$ cat src/rtl/shared_port_arbiter_if.sv
// Shared-port arbitration bundle: requests in, grant/select/status out.
interface shared_port_arbiter_if;
  logic [3:0] req;
  logic [3:0] grant;
  logic [1:0] choose;
  logic       busy;
  logic       preempt;

  modport master (
    output req,
    input  grant,
    input  choose,
    input  busy,
    input  preempt
  );

  modport slave (
    input  req,
    output grant,
    output choose,
    output busy,
    output preempt
  );
endinterface

$ cat src/rtl/shared_port_arbiter.sv
// 4-way round-robin owner arbiter for a shared datapath port,
// with a hold limit that pre-empts the owner only under contention.
module shared_port_arbiter #(
  parameter int unsigned MAX_HOLD = 8
) (
  input logic                  clk,
  input logic                  rst_n,
  shared_port_arbiter_if.slave bus
);

  localparam logic [7:0] HOLD_LIM = 8'(MAX_HOLD - 1);

  typedef enum logic {
    IDLE,
    OWNED
  } state_t;

  state_t     state_q, state_d;
  logic [1:0] owner_q, owner_d;
  logic [1:0] rr_q, rr_d;
  logic [7:0] hold_q, hold_d;
  logic       pre_q, pre_d;

  logic [1:0] pick;
  logic       found;
  logic [3:0] others;
  logic       own_req;
  logic       sat;
  logic       do_rel;
  logic       do_pre;
  logic       do_keep;

  always_comb begin
    pick  = rr_q;
    found = 1'b0;
    for (int k = 0; k < 4; k++) begin
      if (!found && bus.req[rr_q + 2'(k)]) begin
        pick  = rr_q + 2'(k);
        found = 1'b1;
      end
    end
  end

  assign others  = bus.req & ~(4'b0001 << owner_q);
  assign own_req = bus.req[owner_q];
  assign sat     = (hold_q == HOLD_LIM);
  // Owner dropping its request wins over a coincident hold-limit hit.
  assign do_rel  = !own_req;
  assign do_pre  = own_req && sat && (|others);
  assign do_keep = own_req && !(sat && (|others));

  always_comb begin
    state_d = state_q;
    owner_d = owner_q;
    rr_d    = rr_q;
    hold_d  = hold_q;
    pre_d   = 1'b0;
    unique case (state_q)
      IDLE: begin
        if (found) begin
          state_d = OWNED;
          owner_d = pick;
          hold_d  = 8'd0;
        end
      end
      OWNED: begin
        unique case (1'b1)
          do_rel: begin
            state_d = IDLE;
            rr_d    = owner_q + 2'd1;
          end
          do_pre: begin
            state_d = IDLE;
            rr_d    = owner_q + 2'd1;
            pre_d   = 1'b1;
          end
          do_keep: begin
            if (!sat) hold_d = hold_q + 8'd1;
          end
          default: ;
        endcase
      end
      default: state_d = IDLE;
    endcase
  end

  always_ff @(posedge clk or negedge rst_n) begin
    if (!rst_n) begin
      state_q <= IDLE;
      owner_q <= 2'd0;
      rr_q    <= 2'd0;
      hold_q  <= 8'd0;
      pre_q   <= 1'b0;
    end else begin
      state_q <= state_d;
      owner_q <= owner_d;
      rr_q    <= rr_d;
      hold_q  <= hold_d;
      pre_q   <= pre_d;
    end
  end

  assign bus.busy    = (state_q == OWNED);
  assign bus.grant   = bus.busy ? (4'b0001 << owner_q) : 4'b0000;
  assign bus.choose  = owner_q;
  assign bus.preempt = pre_q;

endmodule

$ cat src/flat_wrapper.sv
// flat-port wrapper written by rule: the top's interface ports become plain ports
module shared_port_arbiter_flat 
#(
  parameter int unsigned MAX_HOLD = 8
)
  (clk, rst_n, bus_req, bus_grant, bus_choose, bus_busy, bus_preempt);
  shared_port_arbiter_if bus_i ();
  input logic clk;
  input logic rst_n;
  input wire logic [$bits(bus_i.req)-1:0] bus_req;
  output wire logic [$bits(bus_i.grant)-1:0] bus_grant;
  output wire logic [$bits(bus_i.choose)-1:0] bus_choose;
  output wire logic [$bits(bus_i.busy)-1:0] bus_busy;
  output wire logic [$bits(bus_i.preempt)-1:0] bus_preempt;
  assign bus_i.req = bus_req;
  assign bus_grant = bus_i.grant;
  assign bus_choose = bus_i.choose;
  assign bus_busy = bus_i.busy;
  assign bus_preempt = bus_i.preempt;
  shared_port_arbiter #(.MAX_HOLD(MAX_HOLD)) u_core (.clk(clk), .rst_n(rst_n), .bus(bus_i));
endmodule
$ cat config.mk
export PLATFORM = sky130hd
export DESIGN_NAME = shared_port_arbiter_flat
export DESIGN_NICKNAME = d
export VERILOG_FILES = /design/src/rtl/shared_port_arbiter_if.sv /design/src/rtl/shared_port_arbiter.sv /design/src/flat_wrapper.sv
export SDC_FILE = /design/constraint.sdc
export NUM_CORES = 1
export LEC_CHECK = 0
export ABC_CLOCK_PERIOD_IN_PS = 3080
export CORE_MARGIN = 2
export CORE_UTILIZATION = 65
export CTS_CLUSTER_SIZE = 28
export DETAILED_ROUTE_END_ITERATION = 10
export DONT_BUFFER_PORTS = 1
export PLACE_DENSITY_LB_ADDON = 0.08
export SLEW_MARGIN = 10
export SYNTH_ARGS = -nofsm -noshare
export SYNTH_HDL_FRONTEND = slang
export SYNTH_SLANG_ARGS = --single-unit
$ cat constraint.sdc
create_clock -name clk -period 3.08 [get_ports clk]
set_clock_uncertainty 0.1 [all_clocks]
set_input_delay 0.462 -clock clk [delete_from_list [all_inputs] [get_ports clk]]
set_output_delay 0.462 -clock clk [all_outputs]
set_load 0.05 [all_outputs]
-- Word-level counts from Yosys, hierarchy flattened
Cells that the tools add are included.
W data, S select, Z words.
- flip-flop bits (word level): 14
- output and inout bits: 8
- reductions and logical operators: 17
- $lt $le $gt $ge: 5
- add/sub/neg operators: 5
- multiplexer cells: 27
- shift-type cells: 1
- bitwise gates (word level): 3
- eq/ne operators: 4
- operator list (kind ; number):
    $mux W8 ; 3
    $pmux W8 S2 ; 1
    $lt A2 B3 Y1 const B ; 5
    $mux W1 ; 13
    $bmux W1 S2 ; 5
    $add A8 B1 Y8 const B ; 1
    $eq A8 B3 Y1 const B ; 1
    $logic_and A1 B1 Y1 ; 7
    $mux W2 ; 3
    $logic_not A1 Y1 ; 5
    $add A2 B1 Y2 const B ; 2
    $add A2 B2 Y2 const B ; 2
    $and A4 B4 Y4 ; 1
    $mux W4 ; 1
    $ne A2 B2 Y1 const B ; 2
    $not A4 Y4 ; 1
    $reduce_and A2 Y1 ; 2
    $reduce_or A4 Y1 ; 1
    $shl A1 B2 Y4 const A ; 1
    $reduce_and A3 Y1 ; 1
    $ne A2 B1 Y1 const B ; 1
    $pmux W1 S2 ; 1
    $reduce_or A2 Y1 ; 1
    $not A1 Y1 ; 1

-- Logic depth before layout (Yosys ltp)
Gate-level depths: netlist of run 1.
- depth in word-level cells: 14
- depth in mapped cells: 6
- gate-level depth less buffers: 6

-- Least setup slack after synthesis of run 1
OpenSTA, ideal clock, no wires.
- path type: flip-flop to flip-flop
- from: register u_core.owner_q[0] (netlist: u_core.bus.choose[0])
- to: register u_core.hold_q[2]
- data required time: 2901 ps
- library setup time: 79 ps
- cell stages (with the launch flop): 7
- buffers on the path: 1
- clock period less this slack: 2212 ps
- path slack: 868 ps
- arrival: 2033 ps
- cells stage by stage: dfrtp_1 mux4_2 and2_1 clkbuf_1 and2_2 nand2_1 mux2i_1
- word-level cells in the longest chain between the ends: 9
- elaborated cells between the ends (all ways): 11
- classes of those cells: eq/ne: 1; shift: 1; mux: 2; bitwise: 2; reduce/logical: 5
- RTL lines (element ; line ; source):
    start, declared ; shared_port_arbiter.sv:19 ; logic [1:0] owner_q, owner_d;
    start signal, assigned ; shared_port_arbiter.sv:96 ; owner_q <= owner_d;
    $shl A1 B2 Y4 ; shared_port_arbiter.sv:44 ; assign others = bus.req & ~(4'b0001 << owner_q);
    $not A4 Y4 ; shared_port_arbiter.sv:44 ;
    $and A4 B4 Y4 ; shared_port_arbiter.sv:44 ;
    $reduce_or A4 Y1 ; shared_port_arbiter.sv:50 ; assign do_keep = own_req && !(sat && (|others));
    $logic_and A1 B1 Y1 ; shared_port_arbiter.sv:50 ;
    $logic_not A1 Y1 ; shared_port_arbiter.sv:50 ;
    $logic_and A1 B1 Y1 * ; shared_port_arbiter.sv:50 ;
    $ne A2 B2 Y1 (no line) * ; n/a ;
    $reduce_and A3 Y1 (no line) * ; n/a ;
    end signal, assigned ; shared_port_arbiter.sv:98 ; hold_q <= hold_d;
    end, declared ; shared_port_arbiter.sv:21 ; logic [7:0] hold_q, hold_d;
Every way passes the cells marked *; elsewhere a longest branch is shown, timed or not. The select of a mux whose other input is x is not followed.
A chain may end at the register's enable or synchronous reset.

-- Worst setup path in the final report of run 1
- from: register u_core.owner_q[1] (netlist: u_core.bus.choose[1])
- to: output bus_grant[1]
- word-level cells in the longest chain between the ends: 2
- RTL lines (element ; line ; source):
    $shl A1 B2 Y4 ; shared_port_arbiter.sv:104 ; assign bus.grant = bus.busy ? (4'b0001 << owner_q) : 4'b0000;
    $mux W4 ; shared_port_arbiter.sv:104 ;
    end, declared ; flat_wrapper.sv:11 ; output wire logic [$bits(bus_i.grant)-1:0] bus_grant;
No other way between the ends.

==> impl_metrics.py, run 1 <==
metrics = {
    "setup_path": {
        "r2r-start": "u_core.hold_q[4]$_DFFE_PN0P_",
        "startpoint_type": "register",
        "arrival_ps": 1730,
        "end_kind": "output port",
        "max_stage_delay_ps": 610,
        "r2r_end": "u_core.rr_q[1]$_DFFE_PN0P_",
        "cp_top_family": "flip-flops",
        "critPathSlowestCell": "dfrtp_1",
        "cp_max_fo": 5,
        "r2r_cells": 5,
        "path_cells": "inv_1 > ha_1 > and2_1",
        "cp.required_ps": 2520,
        "r2r_slack_ps": 920,
        "path_buf_inv": 1,
        "path_class": "register to output port",
    },
    "cells_and_area": {
        "nets": 114,
        "drive_gt1_share_pct": 11.9,
        "multi_input_area_um2": 500,
        "fill_cells": 93,
        "syn_to_final_growth_pct": 5.75,
        "seqCellArea_um2": 350,
        "diodes": 0,
    },
    "timing": {
        "finalWorstSetupSlack_ps": 793,
        "fmax_mhz": 437,
        "post-route-min-period_ps": 2290,
        "max_slew_margin_pct": 48.9,
        "final_hold_viol_count": 0,
        "tightest_slew_ps": 767,
        "hold_slack_ps": 298,
        "finalSetupViolCount": 0,
        "slew_violations": 0,
        "period_share_pct": 74.3,
        "tns_ps": 0,
        "rsz0062_at_grt": "no",
    },
    "die": {
        "core_um2": 1280,
        "start_util_pct": 69.4,
        "row_count": 13,
        "die_h_um": 41.0,
        "die_width_um": 41.0,
        "io_pins": 14,
        "die-area_um2": 1680,
    },
    "global_routing": {
        "antenna_found_initial": 0,
        "gr-total-overflow": 0,
        "track_usage_pct": 25.4,
        "grt_pass1_vias": 602,
        "grt_pass1_wl_mm": 2.63,
        "grt_max_degree": 15,
    },
    "logic_synthesis": {
        "synth-main-ff-cell": "dfrtp_1",
        "yosys_warnings": 0,
        "syn_area_per_cell_um2": 9.10,
        "netlist-cell-type-count": 28,
        "synth.ff_latch_count": 14,
        "synth.area.top_cells": "dfrtp_1 (39%), ha_1 (7.0%), and2_1 (4.9%)",
        "async_flop_share_pct": 100,
        "syn_inst": 98,
        "yosysSeqAreaShare_pct": 39.3,
        "synth-edff-count": 0,
        "synth_area_um2": 892,
        "yosys-top-cells-count": "dfrtp_1 (14), inv_1 (9), nand2_1 (9), and2_1 (7), nor2_1 (7)",
        "synth_top_area_share_pct": 39.3,
        "syn_nets": 109,
        "yosys.area.top_type": "dfrtp_1",
        "yosysMostFrequentCell": "dfrtp_1",
    },
    "detailed_routing": {
        "drt_wl_total_mm": 1.77,
        "ant_nets": 0,
        "drt-initial-drc-count": 24,
        "wl_per_cell_um": 15.2,
        "via_per_inst": 6.26,
        "vias": 726,
        "drt-pass1-iter-count": 4,
        "drc": 0,
    },
    "power_and_ir_drop": {
        "leakage_uw": 0.000468,
        "power_density_nw_per_um2": 933,
        "peakVddDrop_mv": 0.593,
    },
    "clock_network": {
        "clock_latency_ps": 280,
        "clock-sinks": 14,
        "ctsRootBufferMaster": "clkbuf_4",
        "numCtsBuffers": 3,
        "clkSlewWorstSetupHoldPaths_ps": 80,
        "cts_resized": 0,
        "cts_max_path_buffers": 2,
        "cts_tree": "done",
        "htreeDepth": 1,
    },
    "place": {
        "io_buffers": 0,
        "place_congestion": 0.891,
        "hpwl_mm": 1.27,
        "pre_cts_ws_ps": 936,
    },
    "worst_hold_path": {
        "whs_path_depth": 2,
        "hold_path_end": "u_core.bus.choose[1]$_DFFE_PN0P_",
        "worstHoldPathType": "input port to register",
        "holdCritStartpoint": "bus_req[3]",
    },
    "job": {
        "cap_violations": 0,
    },
    "run_status": {
        "outcome": "finished, final reports clean",
    },
}
power by group:
group	switching [µW]	total, µW	internal, µW	leakage, µW
sequential	125	358	233	0.000183
combinational	264	416	152	0.000271
clock	60.6	106	45.5	0.0000138
kinds of logic (layout without fill, tap and decap cells):
logic type	after synthesis	count (layout)	synth area share, %
flops	14	14	39.3
fa+ha+maj	5	5	7.01
xor+xnor	3	3	2.95
simple gates	39	39	23.1
mux	5	5	7.57
buf+inv	11	14	4.63
compound gates	21	21	15.4
metrics by stage:
| step | total power (µW) | std cells | utilization (%) | area [µm²] |
|---|---|---|---|---|
| after floorplan | 698 | 98 | - | 892 |
| after global placement | 769 | 112 | 70.9 | 911 |
| after detailed placement | 774 | 112 | 70.9 | 911 |
| after CTS | 883 | 116 | 73.4 | 943 |
| after global routing | 945 | 116 | 73.4 | 943 |
| final | 880 | 116 | 73.4 | 943 |
what timing repair did:
item                                    in CTS  in global routing
endpoints found under the hold margin       14                  0
endpoints found under the setup margin       0                  0
setup buffers                                0                  0
hold buffers                                 1                  0
how the worst max path moves through the flow:
stage                                     start                           end  slack (ps)  cells past startpoint
6_report       u_core.bus.choose[1]$_DFFE_PN0P_                  bus_grant[1]         790                      3
5_1_grt        u_core.bus.choose[1]$_DFFE_PN0P_                  bus_grant[1]         710                      3
4_1_cts        u_core.bus.choose[1]$_DFFE_PN0P_                  bus_grant[1]         790                      3
3_5_place_dp       u_core.hold_q[4]$_DFFE_PN0P_    u_core.rr_q[1]$_DFFE_PN0P_         940                      5
3_3_place_gp       u_core.hold_q[4]$_DFFE_PN0P_    u_core.rr_q[1]$_DFFE_PN0P_         960                      5
2_1_floorplan  u_core.bus.choose[0]$_DFFE_PN0P_  u_core.hold_q[2]$_DFFE_PN0P_         870                      6
layout by cell type (no fill, tap or decap), drive strengths merged, types with 3 or more instances in the layout:
cell,Yosys,layout
dfrtp,14,14
inv,9,9
nand2,9,9
and2,9,9
nor2,7,7
a21oi,6,6
nand3,6,6
o21ai,6,6
ha,5,5
o22ai,3,3
o31ai,3,3
mux2i,3,3
clkbuf,2,3
and3,3,3
layer usage:
layer  part of all wire (%)  track usage, %  up-vias
li1                       -               -      349
met1                     47            33.6      345
met2                     45            37.5       27
met3                    5.3            5.43        5
met4                    2.3            15.0        0
met5                      0               0        -
final cells by class:
| type | count | area share, % |
|---|---|---|
| Clock buffer | 3 | 2.39 |
| Inverter | 9 | 3.58 |
| Multi-Input combinational cell | 73 | 53.1 |
| Tap cell | 15 | 1.99 |
| Sequential cell | 14 | 37.1 |
| Timing Repair Buffer | 2 | 1.86 |
registers in the layout (all words and copies together), names as in the netlist:
register,cells
u_core.bus.busy,1
u_core.bus.choose,2
u_core.bus.preempt,1
u_core.hold_q,8
u_core.rr_q,2
Note: power is estimated with default switching activity, not from simulation.
==> run 2, diff against run 1 <==
Settings changed: ABC_AREA set to 1, ABC_CLOCK_PERIOD_IN_PS 3080 to 2200, CORE_UTILIZATION 65 to 61.
Clock period 3.08 ns to 2.2 ns, I/O delays scaled along.
==> run 2 against run 1 <==
Utilization shrank 4.7 points. Area after synthesis grew 21%. Worst hold slack gained 22 ps. Non-clock buffer count grew 2. Setup slack lost 560 ps. Critical path depth grew 8. Largest cell class unchanged. Largest power group unchanged.
==> impl_metrics.py, run 2 <==
metrics = {
    "run_status": {
        "outcome": "finished, final reports clean",
    },
    "place": {
        "pre_cts_ws_ps": 259,
        "place_congestion": 0.832,
        "io_buffers": 0,
        "placed_cells": 177,
        "hpwl_mm": 1.67,
    },
    "logic_synthesis": {
        "syn_area_per_cell_um2": 6.85,
        "synth.ff_latch_count": 14,
        "synth_fa_ha_area_share_pct": 5.78,
        "synth_top_area_share_pct": 32.4,
        "synth-simple-area-share_pct": 35.6,
        "yosysSeqAreaShare_pct": 32.4,
        "syn_inst": 158,
        "synth_top_family_by_area": "simple AND/OR/NAND/NOR gates",
        "yosysMostFrequentCell": "nand2_1",
        "synth_area_um2": 1080,
        "async_flop_share_pct": 100,
        "synth-main-ff-cell": "dfrtp_1",
        "netlist-cell-type-count": 23,
        "synth-xor-area-share_pct": 2.43,
        "synth_mux_area_share_pct": 0,
        "yosys_warnings": 0,
        "syn_nets": 169,
        "synth_compound_area_share_pct": 14.1,
        "yosys.area.top_type": "dfrtp_1",
        "yosys-top-cells-count": "nand2_1 (53), inv_1 (23), dfrtp_1 (14), nand3_1 (11), nor2_1 (9)",
        "synth-edff-count": 0,
        "synth.area.top_cells": "dfrtp_1 (32%), nand2_1 (18%), inv_1 (8.0%)",
    },
    "power_and_ir_drop": {
        "netSwitchingPower_uw": 1040,
        "sw_frac_of_total_pct": 57.4,
        "seq_power_share_pct": 23.6,
        "pwr-share-clk_pct": 10.5,
        "pwr-share-comb_pct": 65.9,
        "power_density_nw_per_um2": 1550,
        "p_int_uw": 769,
        "leakage_uw": 0.000635,
        "peakVddDrop_mv": 1.10,
    },
    "die": {
        "row_count": 15,
        "die_h_um": 46.1,
        "die-area_um2": 2130,
        "io_pins": 14,
        "start_util_pct": 64.1,
        "core_um2": 1690,
        "die_width_um": 46.1,
    },
    "detailed_routing": {
        "drc": 0,
        "drt-pass1-iter-count": 6,
        "ant_nets": 0,
        "via_per_inst": 5.25,
        "vias": 956,
        "drt-initial-drc-count": 29,
        "drt_wl_total_mm": 2.18,
        "wl_per_cell_um": 12.0,
    },
    "timing": {
        "max_slew_margin_pct": 57.8,
        "final_hold_viol_count": 0,
        "post-route-min-period_ps": 1960,
        "finalSetupViolCount": 0,
        "tightest_slew_ps": 631,
        "hold_slack_ps": 320,
        "finalWorstSetupSlack_ps": 236,
        "rsz0062_at_grt": "no",
        "fmax_mhz": 509,
        "slew_violations": 0,
        "period_share_pct": 89.3,
        "tns_ps": 0,
    },
    "global_routing": {
        "grt_max_degree": 15,
        "grt_pass1_wl_mm": 3.72,
        "gr-total-overflow": 0,
        "track_usage_pct": 24.9,
        "grt_pass1_vias": 841,
        "antenna_found_initial": 0,
    },
    "setup_path": {
        "r2r_cells": 11,
        "arrival_ps": 2050,
        "r2r-start": "u_core.rr_q[0]$_DFFE_PN0P_",
        "cp.required_ps": 2290,
        "cp_max_fo": 12,
        "critPathSlowestCell": "dfrtp_1",
        "r2r_end": "u_core.hold_q[3]$_DFFE_PN0P_",
        "r2r_slack_ps": 240,
        "path_class": "register to register",
        "path_cells": "inv_2 > nand2_1 > nand3_1 > nand2_2 > inv_1 > nor2_4 > nand2_2 > o21ai_4 > nand2_4 > nand2_1 > o21ai_2",
        "max_stage_delay_ps": 570,
        "end_kind": "register",
        "startpoint_type": "register",
        "crit_start": "u_core.rr_q[0]$_DFFE_PN0P_",
    },
    "cells_and_area": {
        "diodes": 0,
        "fill_cells": 148,
        "final_common_cell": "nand2_1",
        "nets": 177,
        "layoutNonFillerInstCount": 182,
        "final_cell_mix": "nand2_1 (53), inv_1 (23), dfrtp_1 (14), nand3_1 (11), nor2_1 (9)",
        "largest_reg_flops": 8,
        "syn_to_final_growth_pct": 7.28,
        "regMostFlops": "u_core.hold_q",
        "drive_gt1_share_pct": 14.5,
    },
    "clock_network": {
        "numCtsBuffers": 3,
        "cts_tree": "done",
        "clock-sinks": 14,
        "clock_latency_ps": 290,
        "htreeDepth": 1,
        "cts_max_path_buffers": 2,
        "ctsRootBufferMaster": "clkbuf_4",
        "cts_setup_buffers": 0,
        "clkSlewWorstSetupHoldPaths_ps": 90,
    },
    "job": {
        "cap_violations": 0,
    },
    "worst_hold_path": {
        "holdCritStartpoint": "bus_req[3]",
        "whs_path_depth": 4,
        "hold_path_end": "u_core.bus.preempt$_DFF_PN0_",
        "worstHoldPathType": "input port to register",
    },
}
run 2: cell types whose count changed in the layout (fill, tap and decap cells not counted), sizes merged, moves of 3 or more:
| cell | change |
|---|---|
| mux2i | -3 |
| nor2 | +3 |
| nand2 | +51 |
| inv | +16 |
| and3 | -3 |
| o21ai | +10 |
| nand3 | +5 |
| and2 | -9 |
| o31ai | -3 |
run 2: stage by stage:
stage,utilization (%),total power (µW),area [µm²]
finish,68.7,1800,1160
global route,68.7,1980,1160
CTS,68.7,1810,1160
detailed placement,66.0,1600,1110
global placement,66.0,1580,1110
floorplan,-,1410,1080
run 2: power by group through the flow:
stage                     sequential [µW]  combinational, µW  clock (µW)
final                                 426               1190         189
after global routing                  442               1330         203
after CTS                             425               1190         193
after detailed placement              430               1170           0
after global placement                428               1150           0
after floorplan                       499                912           0
run 2: timing repair:
item                      4_1_cts  5_1_grt
hold endpoints to repair       14        0
hold buffers                    1        0
gates resized for setup         0        0
run 2: cells by family after synthesis:
logic type,Yosys count
buffers and inverters,26
xor gates and xnor gates,3
AOI/OAI and AO/OA,24
and+or+nand+nor,86
adders and majority gates,5
DFF,14
run 2: critical path, delay by kind of cell, from the launching register on:
kind,cells,cell delay [ps]
simple gates,7,700
flops,1,570
compound gates,2,280
buf+inv,2,200
run 2: worst max-delay path by stage:
stage	endpoint	slack (ps)
6_report	u_core.hold_q[3]$_DFFE_PN0P_	240
5_1_grt	u_core.hold_q[3]$_DFFE_PN0P_	30
4_1_cts	u_core.hold_q[3]$_DFFE_PN0P_	240
3_5_place_dp	u_core.hold_q[3]$_DFFE_PN0P_	260
3_3_place_gp	u_core.hold_q[3]$_DFFE_PN0P_	360
2_1_floorplan	u_core.hold_q[3]$_DFFE_PN0P_	210
run 2: final cells by class:
| type | instances | area (µm²) | share of cell area (%) |
|---|---|---|---|
| Clock buffer | 4 | 36.3 | 3.13 |
| Inverter | 25 | 93.8 | 8.08 |
| Multi-Input combinational cell | 118 | 627 | 54.0 |
| Sequential cell | 14 | 350 | 30.2 |
| Tap cell | 17 | 21.3 | 1.83 |
| Timing Repair Buffer | 4 | 32.5 | 2.80 |
run 2: layer usage:
metal	routed length (µm)	vias up	GRT usage, %
li1	-	510	-
met1	1110	425	37.5
met2	973	17	34.2
met3	70	4	5.49
met4	25	0	10.3
met5	0	-	0
==> run 3, diff against run 2 <==
Settings changed: GPL_TIMING_DRIVEN set to 0.
==> run 3 against run 2 <==
Utilization is 0.52 points lower. Critical path depth is 1 lower. Fmax is 4.6% lower. Clock-buffer cell count stayed put. Via count is 0.42% higher. Register-to-register slack worse by 90 ps. Sequential power is 22% higher. Final area is 0.75% lower. Sequential cell count stayed put. Worst hold slack better by 4.2 ps. Critical path type unchanged. Largest cell class unchanged. Largest power group unchanged.
==> impl_metrics.py, run 3 (synthesized netlist as in run 2, its figures left out) <==
metrics = {
    "setup_path": {
        "path_buf_inv": 2,
        "crit_top_cell": "nand2_1",
        "path_cells": "inv_1 > a21oi_1 > o21ai_0 > nand2_1 > nand2_1 > nor2_1 > inv_1 > nand2_4 > nand2_1 > o21ai_2",
        "crit_start": "u_core.bus.choose[0]$_DFFE_PN0P_",
        "max_stage_delay_ps": 580,
        "cp.required_ps": 2320,
        "arrival_ps": 2170,
        "critPathSlowestCell": "dfrtp_2",
        "cp_top_family": "simple AND/OR/NAND/NOR gates",
        "path_class": "register to register",
        "cp_max_fo": 9,
        "startpoint_type": "register",
        "r2r-start": "u_core.bus.choose[0]$_DFFE_PN0P_",
        "end_kind": "register",
    },
    "power_and_ir_drop": {
        "p_int_uw": 752,
        "power_density_nw_per_um2": 1540,
        "pwr-share-clk_pct": 10.3,
        "pwr-share-comb_pct": 60.4,
        "seq_power_share_pct": 29.3,
        "sw_frac_of_total_pct": 57.7,
        "power.total_uw": 1780,
        "netSwitchingPower_uw": 1030,
        "leakage_uw": 0.000624,
        "peakVddDrop_mv": 1.19,
    },
    "clock_network": {
        "cts_tree": "done",
        "cts_setup_buffers": 0,
        "htreeDepth": 1,
        "clock_latency_ps": 280,
        "ctsRootBufferMaster": "clkbuf_4",
        "clock-sinks": 14,
        "cts_max_path_buffers": 2,
        "numCtsBuffers": 3,
        "clkSlewWorstSetupHoldPaths_ps": 80,
    },
    "cells_and_area": {
        "diodes": 0,
        "drive_gt1_share_pct": 14.7,
        "syn_to_final_growth_pct": 6.47,
        "regMostFlops": "u_core.hold_q",
        "final_common_cell": "nand2_1",
        "nets": 175,
        "post-route-util_pct": 68.2,
        "final_cell_mix": "nand2_1 (53), inv_1 (23), dfrtp_1 (12), nand3_1 (11), nor2_1 (9)",
        "largest_reg_flops": 8,
        "layoutNonFillerInstCount": 180,
    },
    "die": {
        "start_util_pct": 64.1,
        "die-area_um2": 2130,
        "die_width_um": 46.1,
        "io_pins": 14,
        "core_um2": 1690,
        "die_h_um": 46.1,
        "row_count": 15,
    },
    "timing": {
        "tightest_slew_ps": 640,
        "period_share_pct": 93.6,
        "max_slew_margin_pct": 57.4,
        "fmax_mhz": 486,
        "post-route-min-period_ps": 2060,
        "final_hold_viol_count": 0,
        "finalSetupViolCount": 0,
        "slew_violations": 0,
        "rsz0062_at_grt": "no",
    },
    "place": {
        "placed_cells": 175,
        "io_buffers": 0,
        "place_congestion": 0.795,
        "hpwl_mm": 1.60,
    },
    "job": {
        "cap_violations": 0,
    },
    "detailed_routing": {
        "via_per_inst": 5.33,
        "drt_wl_total_mm": 2.06,
        "drc": 0,
        "drt-initial-drc-count": 35,
        "vias": 960,
        "ant_nets": 0,
        "wl_per_cell_um": 11.5,
        "drt-pass1-iter-count": 4,
    },
    "global_routing": {
        "grt_max_degree": 15,
        "grt_pass1_wl_mm": 3.52,
        "gr-total-overflow": 0,
        "antenna_found_initial": 0,
        "grt_pass1_vias": 808,
        "track_usage_pct": 23.1,
    },
    "worst_hold_path": {
        "holdCritStartpoint": "bus_req[3]",
        "worstHoldPathType": "input port to register",
    },
    "run_status": {
        "outcome": "finished, final reports clean",
    },
}
-- run 3: cell count changes in the layout (fill, tap and decap cells not counted) --
cell	before	now
buf_6	0	1
dfrtp_2	0	2
buf_4	3	0
dfrtp_1	14	12
-- run 3: cell type report --
| class | count | area, µm² |
|---|---|---|
| clock buffers | 4 | 36.3 |
| well taps | 17 | 21.3 |
| plain buffers | 1 | 11.3 |
| multi-input cells | 118 | 627 |
| inverters | 25 | 93.8 |
| repair buffers | 1 | 10.0 |
| fillers | 149 | 537 |
| flip-flops and latches | 14 | 353 |
-- run 3: final timing paths --
check | end | slack, ps | depth (start not counted)
setup / recovery | u_core.hold_q[4]$_DFFE_PN0P_ | 140 | 10
hold / removal | u_core.bus.preempt$_DFF_PN0_ | 320 | 4
setup reg to reg | u_core.hold_q[4]$_DFFE_PN0P_ | 140 | 10
hold reg to reg | u_core.hold_q[7]$_DFFE_PN0P_ | 440 | 2
max in group asynchronous | u_core.bus.choose[1]$_DFFE_PN0P_ | 1150 | 1
min in group asynchronous | u_core.rr_q[1]$_DFFE_PN0P_ | 400 | 1
-- run 3: timing repair --
| item | 4_1_cts | 5_1_grt |
|---|---|---|
| endpoints found under the setup margin | 7 | 0 |
| endpoints found under the hold margin | 14 | 0 |
| resized for setup | 2 | 0 |
| hold buffers | 1 | 0 |
-- run 3: metal layers --
metal,track usage [%],share of wire (%),vias to the layer above
met5,0,0,-
met4,6.86,1.1,0
met3,7.45,3.7,5
met2,35.3,45,14
met1,31.0,50,435
li1,-,-,506
-- run 3: worst min-delay path, cell delays in order --
cell and delay [ps]:
o21ai_0 130, nand2_1 80, nand2_1 80, nor2_1 50
-- run 3: through the flow --
step	TNS, ps	worst slack (ps)	hold WS, ps	instance area [µm²]
floorplan	0	209	-65.6	1080
finish	0	141	324	1150
detailed placement	-327	-72.6	-65.2	1100
CTS	0	130	302	1150
global placement	-75.1	-18.9	-65.1	1100
global route	0	8.95	330	1150
-- run 3: power by group through the flow --
| stage | Clock (µW) | Combinational (µW) | Sequential (µW) |
|---|---|---|---|
| 2_1_floorplan | 0 | 912 | 499 |
| 4_1_cts | 194 | 1080 | 520 |
| 3_3_place_gp | 0 | 1050 | 519 |
| 3_5_place_dp | 0 | 1070 | 520 |
| 6_report | 183 | 1070 | 521 |
| 5_1_grt | 204 | 1210 | 538 |
